===== src/rtl/ahb_arb_pkg.sv =====
// rtl/ahb_arb_pkg.sv - shared types and limits for the AHB bus arbiter
package ahb_arb_pkg;

  localparam int MAX_MASTERS = 16;

  typedef enum logic [1:0] {
    OKAY  = 2'b00,
    ERROR = 2'b01,
    RETRY = 2'b10,
    SPLIT = 2'b11
  } hresp_e;

  typedef enum logic [1:0] {
    OWN       = 2'd0,
    LOCK      = 2'd1,
    LOCK_TAIL = 2'd2
  } arb_state_e;

endpackage


===== src/rtl/ahb_arb_picker.sv =====
// rtl/ahb_arb_picker.sv - combinational rotate-priority picker (mask + start index -> one-hot winner)
module ahb_arb_picker
  import ahb_arb_pkg::*;
#(
  parameter int N = MAX_MASTERS,
  parameter int W = 4
) (
  input  logic [N-1:0] eligible,
  input  logic [W-1:0] start,
  output logic [N-1:0] winner,
  output logic         valid
);

  logic [W-1:0] idx;

  // Walk the mask from start, wrapping at N; the first set bit wins.
  always_comb begin
    winner = '0;
    valid  = 1'b0;
    idx    = '0;
    for (int i = 0; i < N; i++) begin
      idx = W'((int'(start) + i) % N);
      if (!valid && eligible[idx]) begin
        winner[idx] = 1'b1;
        valid       = 1'b1;
      end
    end
  end

endmodule


===== src/rtl/ahb_arbiter.sv =====
// rtl/ahb_arbiter.sv - AHB arbiter with lock, SPLIT masking; AHB_ARB_FIXED_PRIO_EN selects fixed priority
module ahb_arbiter
  import ahb_arb_pkg::*;
#(
  parameter int NUM_MASTERS    = 16,
  parameter int DEFAULT_MASTER = 0,
  localparam int MASTER_W      = ($clog2(NUM_MASTERS) > 1) ? $clog2(NUM_MASTERS) : 1
) (
  input  logic                   hclk,
  input  logic                   hrst,
  input  logic [NUM_MASTERS-1:0] hbusreq,
  input  logic [NUM_MASTERS-1:0] hlock,
  input  logic                   hready,
  input  logic [1:0]             hresp,
  input  logic [NUM_MASTERS-1:0] hsplit,
  output logic [NUM_MASTERS-1:0] hgrant,
  output logic [MASTER_W-1:0]    hmaster,
  output logic                   hmastlock
);

  localparam logic [MASTER_W-1:0]    DEF_IDX    = MASTER_W'(DEFAULT_MASTER);
  localparam logic [NUM_MASTERS-1:0] DEF_ONEHOT = NUM_MASTERS'(1) << DEFAULT_MASTER;

  function automatic logic [MASTER_W-1:0] onehot_to_idx(input logic [NUM_MASTERS-1:0] v);
    logic [MASTER_W-1:0] r;
    r = '0;
    for (int i = 0; i < NUM_MASTERS; i++) begin
      if (v[i]) r = MASTER_W'(i);
    end
    return r;
  endfunction

  arb_state_e                 state, state_nxt;
  logic [NUM_MASTERS-1:0]     split_mask, split_set;
  logic [NUM_MASTERS-1:0]     eligible, winner, grant_nxt;
  logic [MASTER_W-1:0]        owner, search_start;
  logic                       win_valid, split_hit, rearb;

  assign owner     = onehot_to_idx(hgrant);
  assign split_hit = hready && (hresp == SPLIT) && (hmaster != DEF_IDX);

  // A SPLIT response masks the master that owned the data phase (never the default master).
  always_comb begin
    split_set = '0;
    if (split_hit) split_set[hmaster] = 1'b1;
  end

  // The freshly split master is already excluded from the arbitration on the same edge.
  assign eligible = hbusreq & ~(split_mask | split_set);

`ifdef AHB_ARB_FIXED_PRIO_EN
  assign search_start = '0;
`else
  logic [MASTER_W-1:0] rr_ptr;

  assign search_start = (rr_ptr == MASTER_W'(NUM_MASTERS - 1)) ? '0 : rr_ptr + MASTER_W'(1);

  // Round-robin pointer follows each newly issued grant; frozen while stalled or locked.
  always_ff @(posedge hclk) begin
    if (hrst) begin
      rr_ptr <= DEF_IDX;
    end else if (hready && rearb) begin
      rr_ptr <= onehot_to_idx(grant_nxt);
    end
  end
`endif

  ahb_arb_picker #(
    .N(NUM_MASTERS),
    .W(MASTER_W)
  ) u_picker (
    .eligible(eligible),
    .start   (search_start),
    .winner  (winner),
    .valid   (win_valid)
  );

  // Next grant and lock state; a SPLIT during a locked sequence drops straight back to arbitration.
  always_comb begin
    state_nxt = state;
    grant_nxt = hgrant;
    rearb     = 1'b0;
    if (hready) begin
      case (state)
        OWN:       rearb = 1'b1;
        LOCK: begin
          if (split_hit)                rearb     = 1'b1;
          else if (!(|(hgrant & hlock))) state_nxt = LOCK_TAIL;
        end
        LOCK_TAIL: begin
          if (split_hit) rearb     = 1'b1;
          else           state_nxt = OWN;
        end
        default:   rearb = 1'b1;
      endcase
      if (rearb) begin
        grant_nxt = win_valid ? winner : DEF_ONEHOT;
        state_nxt = (win_valid && |(winner & hlock)) ? LOCK : OWN;
      end
    end
  end

  // Grant/address-phase registers advance only on hready; split mask tracks set/resume every cycle.
  always_ff @(posedge hclk) begin
    if (hrst) begin
      state      <= OWN;
      hgrant     <= DEF_ONEHOT;
      hmaster    <= DEF_IDX;
      hmastlock  <= 1'b0;
      split_mask <= '0;
    end else begin
      if (hready) begin
        state     <= state_nxt;
        hgrant    <= grant_nxt;
        hmaster   <= owner;
        hmastlock <= (state == LOCK) || (state == LOCK_TAIL);
      end
      split_mask <= (split_mask & ~hsplit) | split_set;
    end
  end

endmodule


===== config.mk =====
export PLATFORM = sky130hd
export DESIGN_NAME = ahb_arbiter
export DESIGN_NICKNAME = d
export VERILOG_FILES = /design/src/rtl/ahb_arb_pkg.sv /design/src/rtl/ahb_arb_picker.sv /design/src/rtl/ahb_arbiter.sv
export SDC_FILE = /design/constraint.sdc
export NUM_CORES = 1
export LEC_CHECK = 0
export BUFFER_PORTS_ARGS = -buffer_cell sky130_fd_sc_hd__buf_2
export CORE_ASPECT_RATIO = 0.7
export CORE_MARGIN = 1
export CORE_UTILIZATION = 35
export CTS_BUF_LIST = sky130_fd_sc_hd__clkbuf_4 sky130_fd_sc_hd__clkbuf_8
export CTS_CLUSTER_DIAMETER = 40
export DETAILED_ROUTE_END_ITERATION = 7
export PLACE_DENSITY_LB_ADDON = 0.12
export SYNTH_ARGS = -nofsm -noshare
export SYNTH_HDL_FRONTEND = slang
export SYNTH_SLANG_ARGS = --single-unit

===== constraint.sdc =====
create_clock -name hclk -period 6.3 [get_ports hclk]
set_clock_uncertainty 0.05 [all_clocks]
set_input_delay 0.315 -clock hclk [delete_from_list [all_inputs] [get_ports hclk]]
set_output_delay 0.315 -clock hclk [all_outputs]
set_load 0.02 [all_outputs]

Word-level counts from Yosys, hierarchy flattened
Index checks and enable logic that the tools add are counted.

storage, ports and cells
  word-level logic and storage cells = 289
  output and inout bits = 21
  flip-flop bits (word level) = 43
  input port bits = 53

cells by class
  bitwise operators = 23
  equal/unequal tests = 7
  magnitude comparators = 34
  reduce and logical (&&, ||, !) cells = 59
  add/sub/neg operators = 16
  muxes and demuxes = 143

operators by type and width
  kind                                                                                  number
  16-bit 2-to-1 mux                                                                     20
  16-bit OR                                                                             17
  4-bit 2-to-1 mux                                                                      28
  4-bit by 5-bit < comparator with 1-bit output (second input constant)                 17
  1-bit demux with 4-bit select                                                         17
  4-bit by 1-bit greater-or-equal comparator with 1-bit output (second input constant)  17
  16-bit AND                                                                            4
  1-bit binary-select mux with 4-bit select                                             16
  1-bit 2-to-1 mux                                                                      56
  1-bit logical AND                                                                     36
  4-bit adder (second input constant)                                                   8
  16-bit inverter                                                                       2
  16-bit OR reduction                                                                   2
  4-bit by 3-bit adder with 4-bit output (second input constant)                        4
  1-bit zero test                                                                       15
  2-bit 2-to-1 mux                                                                      5
  3-bit by 2-bit != test with 1-bit output (second input constant)                      3
  4-bit by 1-bit adder with 4-bit output (second input constant)                        2
  4-bit by 2-bit adder with 4-bit output (second input constant)                        2
  5-bit AND reduction                                                                   1
  2-bit equality test (second input constant)                                           2
  4-bit equality test (second input constant)                                           1
  2-bit one-hot mux with 2 select lines                                                 1
  4-bit nonzero test                                                                    1
  5 further kinds                                                                       5

Depth between registers and ports, before layout
Gate-level depths: netlist of run 1.

  depth after elaboration = 74
  mapped depth = 25
  mapped depth without buffers = 18

Hierarchy
A second synthesis of run 1 with hierarchy kept.

second synthesis, totals
  cell total of the unflattened synthesis = 876
  area total of the unflattened synthesis = 6369.9 um2

by module, submodules not included
  module          cells an instance  area an instance (um2)  seq. area each (um2)  times used
  ahb_arb_picker  578                4007.6                  0.0                   1
  ahb_arbiter     298                2362.3                  860.8                 1

Worst setup path after synthesis of run 1
OpenSTA, ideal clock, no wires.

  kind = register -> register
  start point = reg rr_ptr[0]
  end point = reg rr_ptr[1]
  clock period less this slack = 5497 ps
  required time = 6116 ps
  cell stages (with the launch flop) = 25
  setup slack = 803 ps
  setup time = 134 ps
  data arrival time = 5314 ps
  path buffers = 7
  path through = dfxtp_1 -> ha_1 -> buf_2 -> buf_4 -> xor2_1 -> buf_2 -> buf_2 -> ha_1 -> xor2_1 -> nor2_1 -> nor3_1 -> clkbuf_1 -> nor2_1 -> a221o_2 -> nor4b_4 -> buf_6 -> nand3_4 -> buf_6 -> o31a_1 -> a41o_1 -> a21o_1 -> o311a_1 -> o31ai_1 -> a211o_1 -> a311oi_1

between the ends
  cells in the longest elaborated chain, start to end = 67
  elaborated cells between the ends (all ways) = 224
  classes of those cells = add/sub (16); order compare (32); eq/ne (1); mux (114); bitwise (15); reduce/logical (46)

ends and longest elaborated chain
  element                                                                                 RTL line           RTL
  start: declaration                                                                      ahb_arbiter.sv:54  logic [MASTER_W-1:0] rr_ptr;
  start signal: assignment                                                                ahb_arbiter.sv:63  rr_ptr <= onehot_to_idx(grant_nxt);
  4-bit by 1-bit adder with 4-bit output / 4-bit equality test (equally long branches)    ahb_arbiter.sv:56  assign search_start = (rr_ptr == MASTER_W'(NUM_MASTERS - 1)) ? '0 : rr_ptr + MASTER_W'(1);
  4-bit 2-to-1 mux *                                                                      ahb_arbiter.sv:56
  branches (longest 48 deep; another with 4-bit by 5-bit < comparator with 1-bit output)  n/a
  16-bit 2-to-1 mux *                                                                     ahb_arbiter.sv:97  grant_nxt = win_valid ? winner : DEF_ONEHOT;
  16-bit 2-to-1 mux *                                                                     ahb_arbiter.sv:96  if (rearb) begin
  16-bit 2-to-1 mux *                                                                     ahb_arbiter.sv:83  if (hready) begin
  4-bit 2-to-1 mux (13 in a row)                                                          ahb_arbiter.sv:28  if (v[i]) r = MASTER_W'(i);
  4-bit 2-to-1 mux *                                                                      ahb_arbiter.sv:28

Mark *: on every way between the ends. The select of a mux whose other input is x is not followed.
A chain may end at the register's enable or synchronous reset.

Final worst setup path of run 1
  start point = reg rr_ptr[1]
  end point = reg rr_ptr[1]

Same word-level chain as after synthesis.

==> results.sh, run 1 <==
export IMPL_cpPeakStageDelay_ns=0.88
export IMPL_reg2reg_from="rr_ptr[1]"
export IMPL_crit_chain="inv_1, ha_1, inv_1, ha_1, mux4_2, a22o_1, or3b_1, nor4b_1, a32o_1, a2111oi_0, nand4_1, mux2_4, o31ai_1, a211o_1, a311oi_1"
export IMPL_worstSetupEndpointType="flop"
export IMPL_syn_nets=1042
export IMPL_reg2reg_depth=15
export IMPL_ys_seq_elements=43
export IMPL_grt_pass1_wl_mm=54.8
export IMPL_async_flop_share_pct=0
export IMPL_fillers=2099
export IMPL_grt_max_degree=45
export IMPL_yosysSeqAreaShare_pct=12.5
export IMPL_drtIter0Drc=1376
export IMPL_drt_first_pass_iters=7
export IMPL_crit_family="simple AND/OR/NAND/NOR gates"
export IMPL_final_util_pct=40.8
export IMPL_max_vdd_ir_drop_mv=0.281
export IMPL_fin_crit_sh_pct=97.3
export IMPL_core_um2=19100
export IMPL_min_to="split_mask[0]"
export IMPL_dpl_cell_area_um2=7660
export IMPL_place_ws_ns=0.480
export IMPL_drc_errors=0
export IMPL_hold_path_class="in2reg"
export IMPL_drive_gt1_share_pct=17.7
export IMPL_cts_root_buffer="clkbuf_8"
export IMPL_timing_rr_end="rr_ptr[1]"
export IMPL_io_pins=74
export IMPL_dieArea_um2=20200
export IMPL_max_slew_margin_pct=22.4
export IMPL_hpwl_mm=30.0
export IMPL_placed_cells=1297
export IMPL_multiInputGateArea_um2=5530
export IMPL_die_h_um=119
export IMPL_leakagePower_nw=2.89
export IMPL_track_usage_pct=37.0
export IMPL_final_common_cell="nor2_1"
export IMPL_worstMarginPinSlew_ns=1.15
export IMPL_synth_distinct_cells=98
export IMPL_clock_sinks=43
export IMPL_finalSetupTns_ns=0
export IMPL_worstPathArrival_ns=6.31
export IMPL_io_buffer_count=73
export IMPL_insertion_delay_ns=0.32
export IMPL_cts_resized=0
export IMPL_ant_nets=0
export IMPL_start_util_pct=36.0
export IMPL_yosys_warnings=0
export IMPL_synth_avg_cell_area_um2=7.05
export IMPL_slew_viol_final=0
export IMPL_clkTransAtPathRegs_ns=0.10
export IMPL_layout_nets=1108
export IMPL_cts_tree="done"
export IMPL_rows=42
export IMPL_overflow=0
export IMPL_clockBufferDepth=2
export IMPL_synth_edf_count=0
export IMPL_drt_wl_total_mm=37.8
export IMPL_mostFrequentLayoutCells="nor2_1 (112), nand2_1 (101), buf_2 (73), buf_4 (59), a21oi_1 (48)"
export IMPL_synthCells=974
export IMPL_gp_congestion=1.09
export IMPL_cts_buffers=5
export IMPL_postCtsHoldBufs=0
export IMPL_hp_start="hsplit[0]"
export IMPL_layout_area_seq_um2=861
export IMPL_hold_depth=2
export IMPL_vias=8984
export IMPL_stdcell_count=1308
export IMPL_rsz0062_at_grt="false"
export IMPL_drt_vias_per_instance=6.87
export IMPL_synth_area_um2=6870
export IMPL_crit_fanout=14
export IMPL_hold_viol=0
export IMPL_worstPathRequired_ns=6.48
export IMPL_grt_pass1_vias=8095
export IMPL_cts_setup_buffers=0
export IMPL_route_detailed_wl_per_inst_um=28.9
export IMPL_critical_path_class="reg2reg"
export IMPL_fmax_mhz=163
export IMPL_fin_ws_ns=0.171
export IMPL_antenna_found_initial=2
export IMPL_worstSetupStartpointType="flop"
export IMPL_maxCapViolCount=0
export IMPL_slowest_stage="nor4b_1"
export IMPL_syn_to_final_growth_pct=13.3
export IMPL_whs_ns=0.101
export IMPL_ys_flop_type="dfxtp_1"
export IMPL_final_min_clock_period_ns=6.13
export IMPL_p_total_mw=5.23
export IMPL_setup_viol=0
export IMPL_final_area_um2=7780
export IMPL_outcome="complete, no violations"
export IMPL_h_tree_depth=2
export IMPL_die_x_um=169
export IMPL_rrSetupSlack_ns=0.17
export IMPL_crit_buf_inv=2
export IMPL_power_density_nw_per_um2=672
## worst max-delay path by stage
| stage | cells past startpoint | endpoint | start | slack (ns) |
|---|---|---|---|---|
| after CTS | 15 | rr_ptr[1] | rr_ptr[1] | 0.45 |
| after global routing | 18 | rr_ptr[1] | rr_ptr[1] | 0.06 |
| final | 15 | rr_ptr[1] | rr_ptr[1] | 0.17 |
| after detailed placement | 15 | rr_ptr[1] | rr_ptr[1] | 0.48 |
| after floorplan | 24 | rr_ptr[1] | rr_ptr[0] | 0.80 |
| after global placement | 15 | rr_ptr[1] | rr_ptr[1] | 0.32 |
## kinds of logic (layout without fill, tap and decap cells)
kind of cell             after synthesis  count (layout)  share of synthesized area (%)
AND/OR/NAND/NOR                      444             444                           33.7
XOR/XNOR                              16              16                           2.68
multiplexers                          35              35                           6.47
buffers and inverters                107             174                           7.01
adder cells (fa/ha/maj)               15              15                           2.73
AO/OA/AOI/OAI                        314             314                           34.9
other                                  0               3                              0
flip-flops                            43              43                           12.5
## cells in the mapped netlist (all sizes together), types with 7 or more instances
| cell | n | area (um2) |
|---|---|---|
| mux2i | 17 | 170 |
| nor4 | 21 | 144 |
| a22o | 10 | 87.6 |
| a31o | 7 | 70.1 |
| o221ai | 7 | 61.3 |
| o31ai | 10 | 75.1 |
| o21ai | 30 | 150 |
| nor2b | 34 | 213 |
| and3 | 10 | 62.6 |
| a211oi | 17 | 128 |
| nand2b | 11 | 68.8 |
| a31oi | 20 | 146 |
| nand2 | 101 | 379 |
| a221oi | 12 | 111 |
| or4 | 10 | 78.8 |
| a2111oi | 7 | 86.3 |
| and2 | 15 | 93.8 |
| inv | 30 | 113 |
| xnor2 | 8 | 85.1 |
| nand4 | 19 | 119 |
| nor3 | 34 | 175 |
| o22ai | 18 | 113 |
| a21oi | 48 | 240 |
| nor4b | 8 | 115 |
| mux2 | 12 | 139 |
| a32oi | 19 | 166 |
| nor2 | 112 | 420 |
| buf | 34 | 206 |
| a22oi | 8 | 60.1 |
| dfxtp | 43 | 861 |
| a311oi | 11 | 96.3 |
| o211ai | 17 | 133 |
| nand3 | 41 | 218 |
| clkbuf | 39 | 148 |
| ha | 15 | 188 |
## layout make-up
type	count	area share (%)
Multi-Input combinational cell	824	71.1
Sequential cell	43	11.1
Timing Repair Buffer	132	10.4
Tap cell	264	4.24
Inverter	34	1.64
Clock buffer	5	0.884
Clock inverter	3	0.595
Antenna cell	3	0.0964
## per-layer routing
layer,vias to the layer above,part of all wire [%],GRT usage (%)
li1,3927,-,-
met1,4305,45,54.1
met2,685,36,46.6
met3,63,16,18.7
met4,4,1.7,5.97
met5,-,0.45,8.18
## flip-flops by register name, indices dropped and copies added (netlist names)
name,count
hmaster,4
hgrant,16
rr_ptr,4
split_mask,16
hmastlock,1
state,2
## where the power goes
part / total, mW / internal [mW] / switching, mW
clock network: 0.239 / 0.120 / 0.119
registers: 0.414 / 0.316 / 0.0982
logic: 4.57 / 1.41 / 3.16
total: 5.23 / 1.84 / 3.38
(Power assumes the default switching activity.)
==> inputs of run 2 (changes only) <==
--- a/config.mk
+++ b/config.mk
@@ -12,6 +12,7 @@
 export CTS_BUF_LIST = sky130_fd_sc_hd__clkbuf_4 sky130_fd_sc_hd__clkbuf_8
 export CTS_CLUSTER_DIAMETER = 40
 export DETAILED_ROUTE_END_ITERATION = 7
+export GPL_TIMING_DRIVEN = 0
 export PLACE_DENSITY_LB_ADDON = 0.12
 export SYNTH_ARGS = -nofsm -noshare
 export SYNTH_HDL_FRONTEND = slang
==> run 2 against run 1 <==
Compared with the run above:
- non-clock buffer count increased by 22
- routed wire length increased by 5.7%
- sequential cell count unchanged
- critical path type unchanged
==> results.sh, run 2 (synthesis results as in run 1) <==
export IMPL_outcome="complete, no violations"
export IMPL_drc_errors=0
export IMPL_h_tree_depth=2
export IMPL_drive_gt1_share_pct=19.5
export IMPL_use_met2_pct=49.5
export IMPL_fin_crit_sh_pct=99.3
export IMPL_rows=42
export IMPL_drt_wl_total_mm=39.9
export IMPL_layout_nets=1130
export IMPL_vias=9367
export IMPL_crit_chain="ha_1, buf_2, buf_4, xor2_1, inv_2, ha_1, a21oi_1, xnor2_1, clkbuf_1, mux2i_1, nand3_1, nor4_4, nand2_1, a21oi_1, a21oi_1, a31oi_2, o21bai_1, a2111o_1, o21ai_1"
export IMPL_hold_depth=2
export IMPL_worstPathArrival_ns=6.42
export IMPL_top_usage_layer="met1"
export IMPL_dieArea_um2=20200
export IMPL_reg_top3="hgrant: 16 flops, split_mask: 16 flops"
export IMPL_worstPathRequired_ns=6.46
export IMPL_slowest_stage="clkbuf_1"
export IMPL_drtIter0Drc=1629
export IMPL_grtUsageMet3_pct=19.3
export IMPL_grt_pass1_vias=8377
export IMPL_setup_viol=0
export IMPL_hold_path_class="in2reg"
export IMPL_cpMostUsedCell="a21oi_1"
export IMPL_gp_congestion=1.07
export IMPL_fmax_mhz=160
export IMPL_leakagePower_nw=2.92
export IMPL_final_min_clock_period_ns=6.26
export IMPL_cpPeakStageDelay_ns=0.75
export IMPL_crit_fanout=11
export IMPL_hpwl_mm=31.1
export IMPL_syn_to_final_growth_pct=16.8
export IMPL_max_slew_margin_pct=25.7
export IMPL_drt_first_pass_iters=8
export IMPL_finalSetupTns_ns=0
export IMPL_io_buffer_count=72
export IMPL_io_pins=74
export IMPL_die_h_um=119
export IMPL_power_density_nw_per_um2=674
export IMPL_insertion_delay_ns=0.33
export IMPL_ant_nets=0
export IMPL_critical_path_class="reg2reg"
export IMPL_cts_root_buffer="clkbuf_8"
export IMPL_grt_met1_usage_pct=55.1
export IMPL_cts_buffers=5
export IMPL_fillers=2073
export IMPL_slew_viol_final=0
export IMPL_final_common_cell="nor2_1"
export IMPL_grt_max_degree=16
export IMPL_mostFrequentLayoutCells="nor2_1 (110), nand2_1 (100), buf_2 (88), a21oi_1 (48), dfxtp_1 (41)"
export IMPL_core_um2=19100
export IMPL_die_x_um=169
export IMPL_max_vdd_ir_drop_mv=0.263
export IMPL_track_usage_pct=38.5
export IMPL_hold_viol=0
export IMPL_antenna_found_initial=0
export IMPL_worstMarginPinSlew_ns=1.10
export IMPL_reg2reg_depth=19
export IMPL_drt_vias_per_instance=7.05
export IMPL_worstSetupStartpointType="flop"
export IMPL_grt_pass1_wl_mm=56.4
export IMPL_place_ws_ns=-1.46
export IMPL_start_util_pct=36.0
export IMPL_route_detailed_wl_per_inst_um=30.1
export IMPL_maxCapViolCount=0
export IMPL_overflow=0
export IMPL_worstSetupEndpointType="flop"
export IMPL_clock_sinks=43
export IMPL_clockBufferDepth=2
export IMPL_whs_ns=0.0804
export IMPL_cts_tree="done"
export IMPL_fin_ws_ns=0.0414
export IMPL_clkTransAtPathRegs_ns=0.10
## run 2: cell types whose count changed in the layout (fill, tap and decap cells not counted), sizes merged
cell and delta:
buf -14, diode -2, clkbuf +36
## run 2: worst paths after layout
path / from / to / slack, ns
max: rr_ptr[1] / rr_ptr[0] / 0.04
min: hsplit[0] / split_mask[0] / 0.08
max reg2reg: rr_ptr[1] / rr_ptr[0] / 0.04
min reg2reg: split_mask[0] / split_mask[0] / 0.43
## run 2: final cells by class
type / instances / area [um2] / share of cell area (%)
repair buffers: 84 / 450 / 5.61
plain buffers: 70 / 368 / 4.58
flip-flops and latches: 43 / 863 / 10.8
inverters: 34 / 129 / 1.61
multi-input cells: 824 / 5770 / 71.9
clock buffers: 5 / 68.8 / 0.857
diodes: 1 / 2.50 / 0.0312
clock inverters: 3 / 46.3 / 0.577
well taps: 264 / 330 / 4.12
## run 2: routing by layer
layer  routed length, um  part of all wire (%)  vias up
met3                7340                    18      123
met4                1100                   2.8        2
met1               16800                    42     4432
met5                  71                  0.18        -
met2               14600                    37      844
li1                    -                     -     3966
## run 2: critical path: cells and delay by family, from the launching register on
family                   cells  cell delay [ns]
AO/OA/AOI/OAI                7             1.52
AND/OR/NAND/NOR              3             1.34
buffers and inverters        4             1.33
multiplexers                 1             0.61
XOR/XNOR                     2             0.46
flip-flops                   1             0.42
adder cells (fa/ha/maj)      2             0.40
## run 2: metrics by stage
| step | total power, mW | instances | utilization [%] | area (um2) |
|---|---|---|---|---|
| CTS | 4.91 | 1319 | 41.1 | 7840 |
| floorplan | 3.06 | 974 | - | 6870 |
| detailed placement | 4.55 | 1312 | 39.8 | 7590 |
| global route | 5.50 | 1327 | 42.1 | 8020 |
| finish | 5.41 | 1328 | 42.1 | 8030 |
| global placement | 4.68 | 1310 | 39.6 | 7560 |
## run 2: what timing repair did
| action | in CTS | in global routing |
|---|---|---|
| cloned | 0 | 0 |
| gates resized for setup | 31 | 29 |
| setup buffers | 1 | 9 |
| hold buffers | 0 | 0 |
| pin swaps | 2 | 7 |
| endpoints found under the setup margin | 19 | 8 |
## run 2: where the power goes
group          switching (mW)  internal [mW]
Clock                   0.119          0.120
Combinational            3.39           1.38
Sequential             0.0843          0.317
Total                    3.59           1.81
